**config.mk**
```make
export PLATFORM = sky130hd
export DESIGN_NAME = dsp_nco_sweep
export DESIGN_NICKNAME = d
export VERILOG_FILES = /design/src/rtl/dsp_nco_sweep.sv
export SDC_FILE = /design/constraint.sdc
export NUM_CORES = 1
export LEC_CHECK = 0
export CORE_UTILIZATION = 40
export DETAILED_ROUTE_END_ITERATION = 8
export GPL_TIMING_DRIVEN = 0
export HOLD_SLACK_MARGIN = 0.12
export PLACE_DENSITY_LB_ADDON = 0.3
export SYNTH_ARGS = -nofsm -noshare
export SYNTH_HDL_FRONTEND = slang
export SYNTH_SLANG_ARGS = --single-unit
```
**constraint.sdc**
```tcl
create_clock -name clk -period 9.1 [get_ports clk]
set_input_delay 1.82 -clock clk [delete_from_list [all_inputs] [get_ports clk]]
set_output_delay 1.82 -clock clk [all_outputs]
set_load 0.02 [all_outputs]
```
**src/rtl/dsp_nco_sweep.sv**
```systemverilog
// Frequency-sweep (chirp) controller driving dsp_nco phi_inc/en.
// Steps the tuning word from f_start to f_stop in single-ramp, sawtooth or triangle mode.
module dsp_nco_sweep #(
    parameter int PHI_WIDTH   = 32,
    parameter int DWELL_WIDTH = 16
) (
    input  logic                   clk,
    input  logic                   rst,
    input  logic                   start,
    input  logic                   abort,
    input  logic [1:0]             mode,
    input  logic [PHI_WIDTH-1:0]   f_start,
    input  logic [PHI_WIDTH-1:0]   f_stop,
    input  logic [PHI_WIDTH-1:0]   f_step,
    input  logic [DWELL_WIDTH-1:0] dwell,
    output logic [PHI_WIDTH-1:0]   phi_inc,
    output logic                   nco_en,
    output logic                   busy,
    output logic                   sweep_end,
    output logic                   done,
    output logic                   err
);

    typedef enum logic [1:0] {IDLE, UP, DOWN} state_t;

    state_t                 state, state_nx;
    logic [1:0]             cfg_mode;
    logic [PHI_WIDTH-1:0]   cfg_start, cfg_stop, cfg_step;
    logic [DWELL_WIDTH-1:0] cfg_dwell, dwell_cnt, dwell_cnt_nx;
    logic                   cfg_load;

    logic [PHI_WIDTH-1:0]   phi_nx;
    logic                   nco_en_nx, busy_nx, sweep_end_nx, done_nx, err_nx;

    logic [PHI_WIDTH:0]     up_sum;
    logic signed [PHI_WIDTH:0] dn_diff;
    logic [PHI_WIDTH-1:0]   up_next, dn_next;
    logic                   expired;

    // One extra bit keeps overflow/underflow visible so both clamp to the endpoint.
    assign up_sum  = {1'b0, phi_inc} + {1'b0, cfg_step};
    assign dn_diff = $signed({1'b0, phi_inc}) - $signed({1'b0, cfg_step});
    assign up_next = (up_sum > {1'b0, cfg_stop}) ? cfg_stop : up_sum[PHI_WIDTH-1:0];
    assign dn_next = (dn_diff < $signed({1'b0, cfg_start})) ? cfg_start : dn_diff[PHI_WIDTH-1:0];
    assign expired = (dwell_cnt == cfg_dwell);

    always_comb begin
        // NOTE: every combinational output gets a default first, so no path can infer a latch.
        state_nx     = state;
        phi_nx       = phi_inc;
        nco_en_nx    = nco_en;
        busy_nx      = busy;
        dwell_cnt_nx = dwell_cnt;
        sweep_end_nx = 1'b0;
        done_nx      = 1'b0;
        err_nx       = 1'b0;
        cfg_load     = 1'b0;

        unique case (state)
            IDLE: begin
                if (start && !abort) begin
                    if (f_step == '0 || f_stop < f_start) begin
                        err_nx = 1'b1;
                    end else begin
                        cfg_load     = 1'b1;
                        phi_nx       = f_start;
                        nco_en_nx    = 1'b1;
                        busy_nx      = 1'b1;
                        dwell_cnt_nx = '0;
                        state_nx     = UP;
                    end
                end
            end
            UP: begin
                if (expired) begin
                    dwell_cnt_nx = '0;
                    if (phi_inc == cfg_stop) begin
                        sweep_end_nx = 1'b1;
                        case (cfg_mode)
                            2'd1: phi_nx = cfg_start;
                            2'd2: begin
                                state_nx = DOWN;
                                phi_nx   = dn_next;
                            end
                            default: begin
                                state_nx  = IDLE;
                                nco_en_nx = 1'b0;
                                busy_nx   = 1'b0;
                                done_nx   = 1'b1;
                            end
                        endcase
                    end else begin
                        phi_nx = up_next;
                    end
                end else begin
                    dwell_cnt_nx = dwell_cnt + 1'b1;
                end
            end
            DOWN: begin
                if (expired) begin
                    dwell_cnt_nx = '0;
                    if (phi_inc == cfg_start) begin
                        state_nx     = UP;
                        sweep_end_nx = 1'b1;
                        phi_nx       = up_next;
                    end else begin
                        phi_nx = dn_next;
                    end
                end else begin
                    dwell_cnt_nx = dwell_cnt + 1'b1;
                end
            end
            default: state_nx = IDLE;
        endcase

        // Abort wins over everything, including a start in the same cycle.
        if (abort) begin
            state_nx     = IDLE;
            phi_nx       = phi_inc;
            nco_en_nx    = 1'b0;
            busy_nx      = 1'b0;
            dwell_cnt_nx = '0;
            sweep_end_nx = 1'b0;
            done_nx      = 1'b0;
            err_nx       = 1'b0;
            cfg_load     = 1'b0;
        end
    end

    always_ff @(posedge clk) begin
        // NOTE: sequential state uses non-blocking assignments so all registers update together.
        if (rst) begin
            state     <= IDLE;
            phi_inc   <= '0;
            nco_en    <= 1'b0;
            busy      <= 1'b0;
            sweep_end <= 1'b0;
            done      <= 1'b0;
            err       <= 1'b0;
            dwell_cnt <= '0;
            cfg_mode  <= '0;
            cfg_start <= '0;
            cfg_stop  <= '0;
            cfg_step  <= '0;
            cfg_dwell <= '0;
        end else begin
            state     <= state_nx;
            phi_inc   <= phi_nx;
            nco_en    <= nco_en_nx;
            busy      <= busy_nx;
            sweep_end <= sweep_end_nx;
            done      <= done_nx;
            err       <= err_nx;
            dwell_cnt <= dwell_cnt_nx;
            if (cfg_load) begin
                cfg_mode  <= mode;
                cfg_start <= f_start;
                cfg_stop  <= f_stop;
                cfg_step  <= f_step;
                cfg_dwell <= dwell;
            end
        end
    end

endmodule

```
# Word-level counts from Yosys, hierarchy flattened
# Index checks and enable logic that the tools add are counted.
# totals
register_bits	168
input_bits	118
output_inout_bits	37
elab_cells	96
# classes
n_addsub	3
magnitude_cmp	3
n_eq_ne	16
muxes	39
n_bitwise	6
reduce_logical	17
# op_table
operator	count
2-to-1 mux 32 bit	8
case mux 32 bit (3 select lines)	1
equality test 32 bit	2
case mux 32 bit (2 select lines)	1
2-to-1 mux 16 bit	3
adder 32 x 32 -> 33 bit	1
> comparator 33 x 32 -> 1 bit	1
< comparator 33 bit	1
subtractor 32 x 32 -> 33 bit	1
logical NOT 32 bit	1
< comparator 32 bit	1
case mux 16 bit (2 select lines)	1
adder 16 x 1 -> 16 bit, second input constant	1
equality test 16 bit	1
!= test 2 bit, second input constant	8
2-to-1 mux 1 bit	15
AND reduction 7 bit	2
2-to-1 mux 2 bit	6
NOT 1 bit	6
case mux 2 bit (3 select lines)	1
AND reduction 6 bit	1
OR reduction 2 bit	3
OR reduction 5 bit	1
equality test 2 x 1 -> 1 bit, second input constant	2
12 further kinds	15

# Depth between registers and ports, before layout
# depth
ltp_word	7
ltp_mapped	23
mapped_depth_nobuf	21

# Worst setup path after synthesis
# Ideal clock, no wire load.
# synth_path
path_kind	register -> register
startpoint	register phi_inc[11]
endpoint	register phi_inc[1]
setup_ns	0.124
arrival_time_ns	5.251
required_time_ns	8.976
setup_slack_ns	3.725
path_stages_with_launch	23
path_buffers	2
period_less_slack_ns	5.375
cell_sequence	dfxtp_1 > ha_1 > clkbuf_1 > or2_2 > o21bai_1 > a21oi_1 > a2111oi_2 > a21boi_1 > o41ai_2 > o21ai_0 > xnor2_1 > ha_1 > and4_1 > nand3_1 > or4_1 > o21ai_1 > o21ai_1 > a211o_1 > a41oi_2 > buf_4 > mux2_2 > a221oi_1 > o21ai_0
# synth_via
elab_chain_cells	7
elab_cells_between_ends	16
classes_between	add/sub (2); order compare (2); eq/ne (3); mux (8); reduce/logical (1)
# synth_rtl
element	line_no	rtl
start: declaration	16	output logic [PHI_WIDTH-1:0] phi_inc,
start signal: assignment	148	phi_inc <= phi_nx;
subtractor 32 x 32 -> 33 bit	42	assign dn_diff = $signed({1'b0, phi_inc}) - $signed({1'b0, cfg_step});
< comparator 33 bit	44	assign dn_next = (dn_diff < $signed({1'b0, cfg_start})) ? cfg_start : dn_diff[PHI_WIDTH-1:0];
2-to-1 mux 32 bit	44	
case mux 32 bit (2 select lines)	79	case (cfg_mode)
2-to-1 mux 32 bit	77	if (phi_inc == cfg_stop) begin
2-to-1 mux 32 bit	75	if (expired) begin
case mux 32 bit (3 select lines)	59	unique case (state)
# Several ways; a longest one is shown, not always the timed one. The select of a mux whose other input is x is not followed.
# A chain may end at the register's enable or synchronous reset.

# Worst setup path in the final report
# layout_path
startpoint	register phi_inc[0]
endpoint	register phi_inc[8]
# The elaborated chain is that of the path after synthesis.

==> flow_summary.ini <==
[run_status]
outcome = finished, violations left
violations = max-capacitance violations, max-slew violations

[finish]
area.growth.synth_to_final_pct = 18.96
drive_above_1_share_pct = 4.393
antenna_cells = 0
nNetsFinal = 2412
fin_cells = 2601

[clock_tree]
cts_buffer_depth = 2
cts_hold_repair.buffers = 0
clk_latency_ps = 470
cts.sinks = 168
post_cts_buffers = 0
clk_pin_slew_ps = 70
numCtsBuffers = 17
htreeDepth = 4
cts_tree = built
root_buffer = clkbuf_16
cts_resized = 0

[logic_synthesis]
ys_ff_latch = 168
yosysSeqAreaShare_pct = 23.29
synthArstFlopShare_pct = 0
syn_area_per_cell_um2 = 7.395
synth_edf_count = 0
yosys.area_share.simple_pct = 20.69
synth.net_count = 2238
synth_compound_area_share_pct = 21.81
synthAdderAreaFrac_pct = 14.57
syn-instance-count = 1953
synth_warnings = 0
syn_area_um2 = 14440
synth_top_family_by_area = compound AO/OA/AOI/OAI gates
synth.area.mux_share_pct = 3.812
synth_cell_types = 78
synth_ff_type = dfxtp_1
synthXorXnorAreaFrac_pct = 8.733

[global_route]
grt_pass1_wl_mm = 90.20
use_met2_pct = 53.17
top_usage_layer = met2
grt_overflow = 0
antenna_found_initial = 0
grt_pass1_vias = 14448
grt_max_degree = 18
grt_use_met3_pct = 5.226
grt_usage_pct = 33.69
use_met1_pct = 45.14

[floorplan]
num_rows = 69
die_w_um = 192.0
num_io_pins = 155
initial_core_util_pct = 40.60
die_h_um = 192.0
core_um2 = 35570
dieArea_um2 = 36870

[critical_path]
crit_required_ps = 9440
crit_fanout = 10
worstSetupStartpointType = flip-flop
worst-setup-path-type = flip-flop to flip-flop
cp_data_arrival_time_ps = 7870
endpoint_kind = flip-flop

[power_and_ir_drop]
power_density_nw_per_um2 = 156.7
ir_drop_v = 0.0001401
power_leakage_uw = 0.007227

[sta]
period_share_pct = 82.68
setup-tns-final_ps = 0
tightest_slew_ps = 1498
slew_viol_final = 1
fin_crit_ps = 7524
max_freq_mhz = 132.9
postLayoutSetupSlackWorst_ps = 1576
relSlewSlack_pct = -2.415
final.setup_skew_ps = 15.27
setup_viol = 0
hold_viol_final = 0
fin_hold_ws_ps = 495.5
grt_setup_unrepaired = false

[detailed_routing]
routed_wl_mm = 62.26
ant_nets = 0
avgRoutedWirePerCell_um = 23.94
drt_iter0_markers = 1391
vias_per_cell = 5.859
via_count = 15238
drc = 0
dr.pass1.iters = 5

[place]
io_buffers = 154
dp_slack_ps = 1746
gp_congestion = 1.004
dp_cells = 2568
post-dp-hpwl_mm = 49.98

[job]
maxCapViolCount = 1

[worst_hold_path]
hp-class = flip-flop to flip-flop
flip-flops by register name, indices dropped and copies added (netlist names):
signal     cells
cfg_start     32
cfg_step      32
cfg_stop      32
phi_inc       32
cfg_dwell     16
dwell_cnt     16
cfg_mode       2
state          2
busy           1
done           1
err            1
sweep_end      1
power breakdown:
part,switching (uW),total [uW],internal (uW)
sequential,29.5,787,758
combinational,700,1090,393
clock,392,811,419
logic make-up after synthesis:
family                     count (synthesis)
AOI/OAI and AO/OA                        499
buffers and inverters                    261
DFF                                      168
and+or+nand+nor                          661
xor gates and xnor gates                 144
adders and majority gates                167
muxes                                     53
critical path, cell delays in order, from the launching register on:
cell	delay, ps
dfxtp_1	420
ha_1	290
fa_1	410
nor2b_1	170
o21ai_0	620
nand2_1	380
a2111oi_1	1000
o31ai_2	230
a211oi_1	340
xor2_1	160
ha_1	340
and4_1	210
nand3_1	130
or4_1	610
o21ai_1	170
o21ai_1	90
a211o_1	270
a41oi_2	440
buf_4	340
mux2_2	390
a211oi_1	250
o21ai_0	120
synth_stat cells (all sizes together), types with 16 or more instances:
cell type	number	area share [%]
o21ai	106	3.7
nand4	38	1.6
clkbuf	61	1.6
nand2	114	3.0
nor4	30	1.3
mux2	16	1.2
inv	168	4.4
mux2i	37	2.6
a211oi	21	1.1
xor2	61	3.7
a21oi	198	6.9
buf	31	1.1
ha	165	14
nor2b	21	0.91
dfxtp	168	23
nor2	333	8.7
nand3	30	1.0
xnor2	83	5.0
nor3	26	0.90
a21o	20	1.0
layer usage:
| layer | vias to the layer above | wire [um] |
|---|---|---|
| met5 | - | 0 |
| met4 | 0 | 2578 |
| met3 | 133 | 4729 |
| met2 | 688 | 27400 |
| met1 | 7247 | 27540 |
| li1 | 7170 | - |
stage by stage:
| step | cell area, um^2 | total power, uW | utilization, % |
|---|---|---|---|
| 6_report | 17180 | 2691 | 48.30 |
| 5_1_grt | 17180 | 2782 | 48.30 |
| 4_1_cts | 17170 | 2657 | 48.28 |
| 3_5_place_dp | 16560 | 1855 | 46.56 |
| 3_3_place_gp | 16560 | 1856 | 46.56 |
| 2_1_floorplan | 14440 | 1438 | - |
worst paths after layout:
kind / startpoint / to / slack, ps / cells past startpoint
max: phi_inc[0] / phi_inc[8] / 1580 / 21
min: dwell_cnt[15] / dwell_cnt[15] / 500 / 2
max reg2reg: phi_inc[0] / phi_inc[8] / 1580 / 21
min reg2reg: dwell_cnt[15] / dwell_cnt[15] / 500 / 2
placed cells by master (no fill, tap or decap), drive strengths merged, types with 61 or more instances in the layout:
master,netlist,layout
o21ai,106,106
xnor2,83,83
nand2,114,114
dfxtp,168,168
a21oi,198,198
ha,165,165
clkdlybuf4s50,0,154
nor2,333,333
inv,168,176
clkbuf,61,80
xor2,61,61
area by class of cell:
cell class	count	area, um^2
sequential	168	3363
tap	461	576.8
clock inverter	14	182.7
clock buffer	18	429.2
buffer	92	391.6
timing repair buffer	155	1549
fill	3658	18390
multi-input combinational	1524	10050
inverter	169	634.4
(Power assumes the default switching activity.)
